==> config.mk <==
export PLATFORM = sky130hd
export DESIGN_NAME = counter_cmd_sequencer
export DESIGN_NICKNAME = d
export VERILOG_FILES = /design/src/rtl/counter_cmd_pkg.sv /design/src/rtl/cmd_fifo.sv /design/src/rtl/counter_cmd_sequencer.sv
export SDC_FILE = /design/constraint.sdc
export NUM_CORES = 1
export LEC_CHECK = 0
export BUFFER_PORTS_ARGS = -buffer_cell sky130_fd_sc_hd__buf_2
export CORE_UTILIZATION = 57
export CTS_CLUSTER_DIAMETER = 80
export DETAILED_ROUTE_END_ITERATION = 6
export PLACE_DENSITY = 0.78
export SLEW_MARGIN = 0
export SYNTH_ARGS = -nofsm -noshare
export SYNTH_HDL_FRONTEND = slang
export SYNTH_SLANG_ARGS = --single-unit
==> constraint.sdc <==
create_clock -name clk -period 2 [get_ports clk]
set_clock_uncertainty 0.15 [all_clocks]
set_input_delay 0.2 -clock clk [delete_from_list [all_inputs] [get_ports clk]]
set_output_delay 0.2 -clock clk [all_outputs]
set_load 0.005 [all_outputs]
==> src/rtl/counter_cmd_pkg.sv <==
`default_nettype none
// +--------------------------------------------------------------------+
// | counter_cmd_pkg                                                    |
// | Command word layout, sequencer FSM encoding and count constants.   |
// | Rev 1.0                                                            |
// +--------------------------------------------------------------------+
package counter_cmd_pkg;

  localparam int MODO_W = 2;
  localparam int D_W    = 4;
  localparam int LEN_W  = 4;
  localparam int CNT_W  = 5;
  localparam int CMD_W  = 1 + LEN_W + D_W + MODO_W;

  // Word layout: {until_rco, len, d, modo}
  localparam int MODO_LSB  = 0;
  localparam int D_LSB     = MODO_LSB + MODO_W;
  localparam int LEN_LSB   = D_LSB + D_W;
  localparam int UNTIL_BIT = LEN_LSB + LEN_W;

  localparam logic [CNT_W-1:0] LEN_ZERO_CNT = 5'd16;
  localparam logic [CNT_W-1:0] CNT_ONE      = 5'd1;

  typedef enum logic [0:0] {
    ST_IDLE = 1'b0,
    ST_RUN  = 1'b1
  } seq_state_e;

  function automatic logic [CNT_W-1:0] len_to_cnt(input logic [LEN_W-1:0] len);
    return (len == '0) ? LEN_ZERO_CNT : {1'b0, len};
  endfunction

endpackage
`default_nettype wire

==> src/rtl/cmd_fifo.sv <==
`default_nettype none
// +--------------------------------------------------------------------+
// | cmd_fifo                                                           |
// | Synchronous FIFO with wrap-bit pointers and a flush that wins.     |
// | Rev 1.0                                                            |
// +--------------------------------------------------------------------+
module cmd_fifo #(
  parameter int DEPTH = 4,
  parameter int WIDTH = 11
) (
  input  logic             clk,
  input  logic             reset,
  input  logic             flush,
  input  logic             push,
  input  logic [WIDTH-1:0] din,
  input  logic             pop,
  output logic [WIDTH-1:0] dout,
  output logic             full,
  output logic             empty
);

  localparam int AW = $clog2(DEPTH);
  localparam logic [AW:0] PTR_ONE = 1;

  logic [WIDTH-1:0] mem_q [DEPTH];
  logic [AW:0]      wr_ptr_q, wr_ptr_d;
  logic [AW:0]      rd_ptr_q, rd_ptr_d;
  logic             do_push, do_pop;

  assign empty   = (wr_ptr_q == rd_ptr_q);
  assign full    = (wr_ptr_q[AW] != rd_ptr_q[AW]) &&
                   (wr_ptr_q[AW-1:0] == rd_ptr_q[AW-1:0]);
  assign do_push = push && !full && !flush;
  assign do_pop  = pop && !empty && !flush;
  assign dout    = mem_q[rd_ptr_q[AW-1:0]];

  always_comb begin
    wr_ptr_d = wr_ptr_q;
    rd_ptr_d = rd_ptr_q;
    if (flush) begin
      wr_ptr_d = '0;
      rd_ptr_d = '0;
    end else begin
      if (do_push) wr_ptr_d = wr_ptr_q + PTR_ONE;
      if (do_pop)  rd_ptr_d = rd_ptr_q + PTR_ONE;
    end
  end

  always_ff @(posedge clk) begin
    if (reset) begin
      wr_ptr_q <= '0;
      rd_ptr_q <= '0;
    end else begin
      wr_ptr_q <= wr_ptr_d;
      rd_ptr_q <= rd_ptr_d;
    end
  end

  always_ff @(posedge clk) begin
    if (do_push) mem_q[wr_ptr_q[AW-1:0]] <= din;
  end

endmodule
`default_nettype wire

==> src/rtl/counter_cmd_sequencer.sv <==
`default_nettype none
// +--------------------------------------------------------------------+
// | counter_cmd_sequencer                                              |
// | Queues counter commands and replays them on enable/modo/D.         |
// | Optional: CMD_SEQ_TIMEOUT_EN adds an until-rco timeout and err.    |
// | Rev 1.0                                                            |
// +--------------------------------------------------------------------+
module counter_cmd_sequencer
  import counter_cmd_pkg::*;
#(
  parameter int DEPTH   = 4,
  parameter int TIMEOUT = 64
) (
  input  logic              clk,
  input  logic              reset,
  input  logic              cmd_valid,
  output logic              cmd_ready,
  input  logic [MODO_W-1:0] cmd_modo,
  input  logic [D_W-1:0]    cmd_d,
  input  logic [LEN_W-1:0]  cmd_len,
  input  logic              cmd_until_rco,
  input  logic              abort,
  input  logic              rco,
  input  logic [D_W-1:0]    Q,
  output logic              enable,
  output logic [MODO_W-1:0] modo,
  output logic [D_W-1:0]    D,
  output logic              busy,
  output logic              done,
`ifdef CMD_SEQ_TIMEOUT_EN
  output logic              err,
`endif
  output logic [D_W-1:0]    q_last
);

  seq_state_e        state_q, state_d;
  logic [MODO_W-1:0] modo_q, modo_d;
  logic [D_W-1:0]    cmd_d_q, cmd_d_d;
  logic              until_q, until_d;
  logic [CNT_W-1:0]  cnt_q, cnt_d;
  logic [D_W-1:0]    q_last_q, q_last_d;
  logic              done_q, done_d;
  logic              run_exit;

  logic [CMD_W-1:0]  fifo_din, fifo_dout;
  logic              fifo_pop, fifo_full, fifo_empty;

`ifdef CMD_SEQ_TIMEOUT_EN
  localparam int TMO_W = $clog2(TIMEOUT + 1);
  localparam logic [TMO_W-1:0] TMO_ONE = 1;
  logic [TMO_W-1:0]  tmo_q, tmo_d;
  logic              err_q, err_d;
  logic              tmo_hit;
  assign tmo_hit = (tmo_q == TMO_W'(TIMEOUT));
  assign err     = err_q;
`else
  logic [31:0] unused_timeout;
  assign unused_timeout = TIMEOUT;
`endif

  assign fifo_din = {cmd_until_rco, cmd_len, cmd_d, cmd_modo};

  cmd_fifo #(
    .DEPTH (DEPTH),
    .WIDTH (CMD_W)
  ) u_fifo (
    .clk   (clk),
    .reset (reset),
    .flush (abort),
    .push  (cmd_valid),
    .din   (fifo_din),
    .pop   (fifo_pop),
    .dout  (fifo_dout),
    .full  (fifo_full),
    .empty (fifo_empty)
  );

  always_comb begin
    state_d  = state_q;
    modo_d   = modo_q;
    cmd_d_d  = cmd_d_q;
    until_d  = until_q;
    cnt_d    = cnt_q;
    q_last_d = q_last_q;
    done_d   = 1'b0;
    fifo_pop = 1'b0;
    run_exit = 1'b0;
`ifdef CMD_SEQ_TIMEOUT_EN
    tmo_d    = tmo_q;
    err_d    = err_q;
`endif
    if (abort) begin
      state_d = ST_IDLE;
    end else begin
      case (state_q)
        ST_IDLE: begin
          if (!fifo_empty) begin
            fifo_pop = 1'b1;
            modo_d   = fifo_dout[MODO_LSB +: MODO_W];
            cmd_d_d  = fifo_dout[D_LSB +: D_W];
            until_d  = fifo_dout[UNTIL_BIT];
            cnt_d    = len_to_cnt(fifo_dout[LEN_LSB +: LEN_W]);
            state_d  = ST_RUN;
`ifdef CMD_SEQ_TIMEOUT_EN
            tmo_d    = TMO_ONE;
`endif
          end
        end
        ST_RUN: begin
          if (until_q) begin
`ifdef CMD_SEQ_TIMEOUT_EN
            // A timeout that coincides with rco is a normal completion.
            if (rco || tmo_hit) begin
              run_exit = 1'b1;
              if (!rco) err_d = 1'b1;
            end else begin
              tmo_d = tmo_q + TMO_ONE;
            end
`else
            run_exit = rco;
`endif
          end else if (cnt_q == CNT_ONE) begin
            run_exit = 1'b1;
          end else begin
            cnt_d = cnt_q - CNT_ONE;
          end
          if (run_exit) begin
            state_d  = ST_IDLE;
            done_d   = 1'b1;
            q_last_d = Q;
          end
        end
        default: state_d = ST_IDLE;
      endcase
    end
  end

  always_ff @(posedge clk) begin
    if (reset) begin
      state_q  <= ST_IDLE;
      modo_q   <= '0;
      cmd_d_q  <= '0;
      until_q  <= 1'b0;
      cnt_q    <= '0;
      q_last_q <= '0;
      done_q   <= 1'b0;
`ifdef CMD_SEQ_TIMEOUT_EN
      tmo_q    <= '0;
      err_q    <= 1'b0;
`endif
    end else begin
      state_q  <= state_d;
      modo_q   <= modo_d;
      cmd_d_q  <= cmd_d_d;
      until_q  <= until_d;
      cnt_q    <= cnt_d;
      q_last_q <= q_last_d;
      done_q   <= done_d;
`ifdef CMD_SEQ_TIMEOUT_EN
      tmo_q    <= tmo_d;
      err_q    <= err_d;
`endif
    end
  end

  assign enable    = (state_q == ST_RUN);
  assign modo      = modo_q;
  assign D         = cmd_d_q;
  assign done      = done_q;
  assign q_last    = q_last_q;
  assign busy      = enable || !fifo_empty;
  assign cmd_ready = !fifo_full;

endmodule
`default_nettype wire

==> results.cfg <==
[global_routing]
first_global_vias = 1778
globalRoute.totalOverflow = 0
grt_usage_pct = 23.1
pin_count_of_the_biggest_net_entering_global_routing = 18
grt_antenna_before_repair = 0
grt_first_pass_wirelength_um = 8670

[worst_setup_path]
reg2reg_depth = 5
critical_path_arrival_ns = 1.98
rr_endpoint = cnt_q[4]$_SDFFE_PP0P_
worstSetupEndpointType = flop
worst-endpoint-required_ns = 2.10
worst-r2r-setup-slack_ns = 0.11
critPathLaunchType = flop
crit_type = reg2reg
worstReg2RegStart = u_fifo.wr_ptr_q[0]$_SDFFE_PP0P_
critical_path.max_fanout = 7

[cells_and_area]
finalNonFillerCells = 340
antennaDiodeCount = 0
syn2layout_area_growth_pct = 23.4
finish.instance_area_mm2 = 0.00360
final_core_utilization_pct = 74.8
drive_above_1_share_pct = 29.7
layout.filler_cells = 330
fin_nets = 295

[cts]
cts.path.max_buffers = 2
clkSlewWorstSetupHoldPaths_ns = 0.08
cts_made_buffers = 9
cts-htree-levels = 3
clock_tree.root_cell = sky130_fd_sc_hd__clkbuf_8
cts_tree = built
cts.sink_count = 70
worst_skew_pair.late_latency_ns = 0.34

[floorplanning]
std_cell_rows = 25
chipWidth_um = 73.6
i_o_pin_total = 34
core_area_mm2 = 0.00482
fp.dieH_um = 73.6
effective_utilization_at_floorplan_pct = 60.6
floorplan.die_area_mm2 = 0.00541

[pwr]
power_switching_share_pct = 24.3
share_seq_of_total_power_pct = 55.8
share_comb_of_total_power_pct = 9.9
power.density_cell_area_mw_per_mm2 = 791
power.static_leakage_nw = 1.35
netSwitchingPower_mw = 0.693
p_clk_share_pct = 34.2
intPower_mw = 2.16
max-vdd-ir-drop_v = 0.000825

[sta]
max_freq_ghz = 0.530
fin_crit_ns = 1.89
finalSetupViolations = 0
timing.final.hold_violations = 0
setup-tns-final_ns = 0
post-route-period-util_pct = 94.3
final-max-slew-violation-count = 0
timing_worst_slew_pin_value_ns = 0.592
worst_slew_margin_rel_pct = 60.5
rsz_0062_raised_after_global_routing = false
whs_ns = 0.0938

[logic_synthesis]
cell_count_after_synthesis = 203
netlist_area_mm2 = 0.00292
synth-seq-cells = 70
post_synth.cell_area_avg_um2 = 14.4
synth.lib_cells_used.distinct = 40
mappedNetlistNets = 230
synth_sequential_area_ratio_pct = 63.1
synth-warning-count = 0

[drt]
drt-wirelength-per-cell_um = 16.3
drtAntennaViolNets = 0
remaining_routing_drc_violations = 0
vias = 1787
drt-pass1-iter-count = 4
drt-vias-per-instance = 5.26
drt_wirelength_um = 5550
detail_route.iter0.violations = 121

[status]
outcome = completed

[job]
drv_cap = 0

[placement]
globalplace.congestion = 0.847
placed_area_mm2 = 0.00326
buffer_ports.inserted = 33
place.detailed.instances = 308
post-dp-hpwl_um = 3550

[worst_hold_path]
timing.hold.worst_endpoint = done$_SDFF_PP0_
whs_path_depth = 4
holdCritStartpoint = rco
worst_hold_path_type = in2reg
cell usage after synthesis:
library cell,number,area [um^2]
sky130_fd_sc_hd__mux2i_1,16,160
sky130_fd_sc_hd__o221a_2,1,11.3
sky130_fd_sc_hd__nor4b_1,3,26.3
sky130_fd_sc_hd__o21ai_0,3,15.0
sky130_fd_sc_hd__nor2_1,21,78.8
sky130_fd_sc_hd__buf_1,1,3.75
sky130_fd_sc_hd__mux4_2,10,225
sky130_fd_sc_hd__nor2b_1,5,31.3
sky130_fd_sc_hd__or3_4,1,11.3
sky130_fd_sc_hd__edfxtp_1,44,1320
sky130_fd_sc_hd__o32ai_1,2,17.5
sky130_fd_sc_hd__nor4_2,1,12.5
sky130_fd_sc_hd__o2111ai_1,1,8.76
sky130_fd_sc_hd__o21a_1,1,7.51
sky130_fd_sc_hd__xor2_1,3,26.3
sky130_fd_sc_hd__inv_1,11,41.3
sky130_fd_sc_hd__and2_1,4,25.0
sky130_fd_sc_hd__and3_1,1,6.26
sky130_fd_sc_hd__a311oi_4,1,26.3
sky130_fd_sc_hd__dfxtp_1,26,521
sky130_fd_sc_hd__a31oi_1,3,18.8
sky130_fd_sc_hd__o31ai_1,1,7.51
sky130_fd_sc_hd__a21oi_1,2,10.0
sky130_fd_sc_hd__ha_1,7,87.6
sky130_fd_sc_hd__or2_2,1,6.26
sky130_fd_sc_hd__a21o_2,1,8.76
sky130_fd_sc_hd__nand2b_1,2,12.5
sky130_fd_sc_hd__o311a_1,1,10.0
sky130_fd_sc_hd__nor3_1,1,5.00
sky130_fd_sc_hd__o41ai_1,1,8.76
sky130_fd_sc_hd__nor4_1,3,18.8
sky130_fd_sc_hd__mux2_2,2,22.5
sky130_fd_sc_hd__or4_1,1,7.51
sky130_fd_sc_hd__xnor2_1,5,43.8
sky130_fd_sc_hd__clkbuf_1,4,15.0
sky130_fd_sc_hd__nand3_1,3,15.0
sky130_fd_sc_hd__nand2_1,4,15.0
sky130_fd_sc_hd__a22o_1,1,8.76
sky130_fd_sc_hd__buf_2,3,15.0
sky130_fd_sc_hd__a211oi_1,1,7.51
power by group through the flow:
stage               registers, mW  clock network, mW  logic [mW]
floorplan                    1.62                  0       0.161
global placement             1.62                  0       0.243
detailed placement           1.62                  0       0.247
CTS                          1.59              0.985       0.275
global route                 1.59               1.05       0.308
finish                       1.59              0.976       0.283
worst max-delay path, stage by stage (launching register included):
cell and delay (ns):
sky130_fd_sc_hd__dfxtp_1 0.47, sky130_fd_sc_hd__xor2_2 0.28, sky130_fd_sc_hd__nor4_4 0.06, sky130_fd_sc_hd__buf_4 0.17
sky130_fd_sc_hd__or3_4 0.38, sky130_fd_sc_hd__o32ai_1 0.27
registers in the layout (all words and copies together), names as in the netlist, named ones only:
register         flops
u_fifo.rd_ptr_q      3
u_fifo.wr_ptr_q      3
until_q              1
u_fifo.mem_q        44
modo                 2
enable               1
cnt_q                5
q_last               4
done                 1
D                    4
worst max-delay path by stage:
stage                     cells after the start                            to                            start  slack, ns
after floorplan                               3  u_fifo.mem_q[3][0]$_DFFE_PP_  u_fifo.wr_ptr_q[2]$_SDFFE_PP0P_       0.19
after global placement                        6         cnt_q[0]$_SDFFE_PP0P_            cnt_q[1]$_SDFFE_PP0P_       0.21
after detailed placement                      5         cnt_q[0]$_SDFFE_PP0P_            cnt_q[0]$_SDFFE_PP0P_       0.17
after CTS                                     4                          busy  u_fifo.wr_ptr_q[2]$_SDFFE_PP0P_       0.05
after global routing                          5         cnt_q[4]$_SDFFE_PP0P_            cnt_q[0]$_SDFFE_PP0P_       0.02
final                                         5         cnt_q[4]$_SDFFE_PP0P_  u_fifo.wr_ptr_q[0]$_SDFFE_PP0P_       0.11
what timing repair did:
item | in CTS | in global routing
setup endpoints to repair | 1 | 6
resized for setup | 1 | 2
hold endpoints to repair | 48 | 0
pin swaps | 0 | 1
hold buffers | 15 | 0
setup buffers | 0 | 1
cell type report:
cell class / count / area [um^2] / area share (%)
inverters: 11 / 41.3 / 1.15
repair buffers: 62 / 445 / 12.4
clock buffers: 10 / 128 / 3.54
well taps: 67 / 83.8 / 2.33
clock inverters: 6 / 37.5 / 1.04
multi-input cells: 114 / 1030 / 28.5
flip-flops and latches: 70 / 1840 / 51.1
cell families (layout without fill, tap and decap cells):
| family | count (synthesis) | count (layout) | synth area share, % |
|---|---|---|---|
| compound gates | 20 | 20 | 5.70 |
| mux | 28 | 28 | 14.0 |
| flops | 70 | 70 | 63.1 |
| fa+ha+maj | 7 | 7 | 3.00 |
| xor+xnor | 8 | 8 | 2.40 |
| buf+inv | 19 | 89 | 2.57 |
| simple gates | 51 | 51 | 9.30 |
layer usage:
metal	GRT usage, %	vias up	wire (um)
li1	-	887	-
met1	29.0	836	2410
met2	39.0	55	2760
met3	5.76	9	293
met4	8.33	0	86
met5	0	-	0
cell usage in the layout, fill, tap and decap left out, types with 2 or more instances in the layout:
cell type,synthesis,routed
sky130_fd_sc_hd__nand2b_1,2,2
sky130_fd_sc_hd__and2_1,4,4
sky130_fd_sc_hd__buf_2,3,33
sky130_fd_sc_hd__nand2_1,4,4
sky130_fd_sc_hd__buf_4,0,12
sky130_fd_sc_hd__mux4_2,10,10
sky130_fd_sc_hd__mux2_2,2,2
sky130_fd_sc_hd__nor2_1,21,21
sky130_fd_sc_hd__a31oi_1,3,3
sky130_fd_sc_hd__dlygate4sd3_1,0,15
sky130_fd_sc_hd__nor4b_1,3,2
sky130_fd_sc_hd__o21ai_0,3,3
sky130_fd_sc_hd__ha_1,7,7
sky130_fd_sc_hd__clkinvlp_4,0,2
sky130_fd_sc_hd__nand3_1,3,3
sky130_fd_sc_hd__buf_12,0,2
sky130_fd_sc_hd__mux2i_1,16,16
sky130_fd_sc_hd__clkinv_2,0,2
sky130_fd_sc_hd__clkbuf_8,0,9
sky130_fd_sc_hd__o32ai_1,2,2
sky130_fd_sc_hd__a21oi_1,2,2
sky130_fd_sc_hd__nor4_1,3,3
sky130_fd_sc_hd__nor2b_1,5,5
sky130_fd_sc_hd__xor2_1,3,2
sky130_fd_sc_hd__edfxtp_1,44,44
sky130_fd_sc_hd__inv_1,11,11
sky130_fd_sc_hd__xnor2_1,5,5
sky130_fd_sc_hd__dfxtp_1,26,26
stage by stage:
| stage | worst slack [ns] | power [mW] |
|---|---|---|
| 5_1_grt | 0.0227 | 2.96 |
| 3_5_place_dp | 0.167 | 1.87 |
| 4_1_cts | 0.0459 | 2.85 |
| 3_3_place_gp | 0.207 | 1.86 |
| 6_report | 0.113 | 2.85 |
| 2_1_floorplan | 0.191 | 1.78 |
Note: power is estimated with default switching activity, not from simulation.
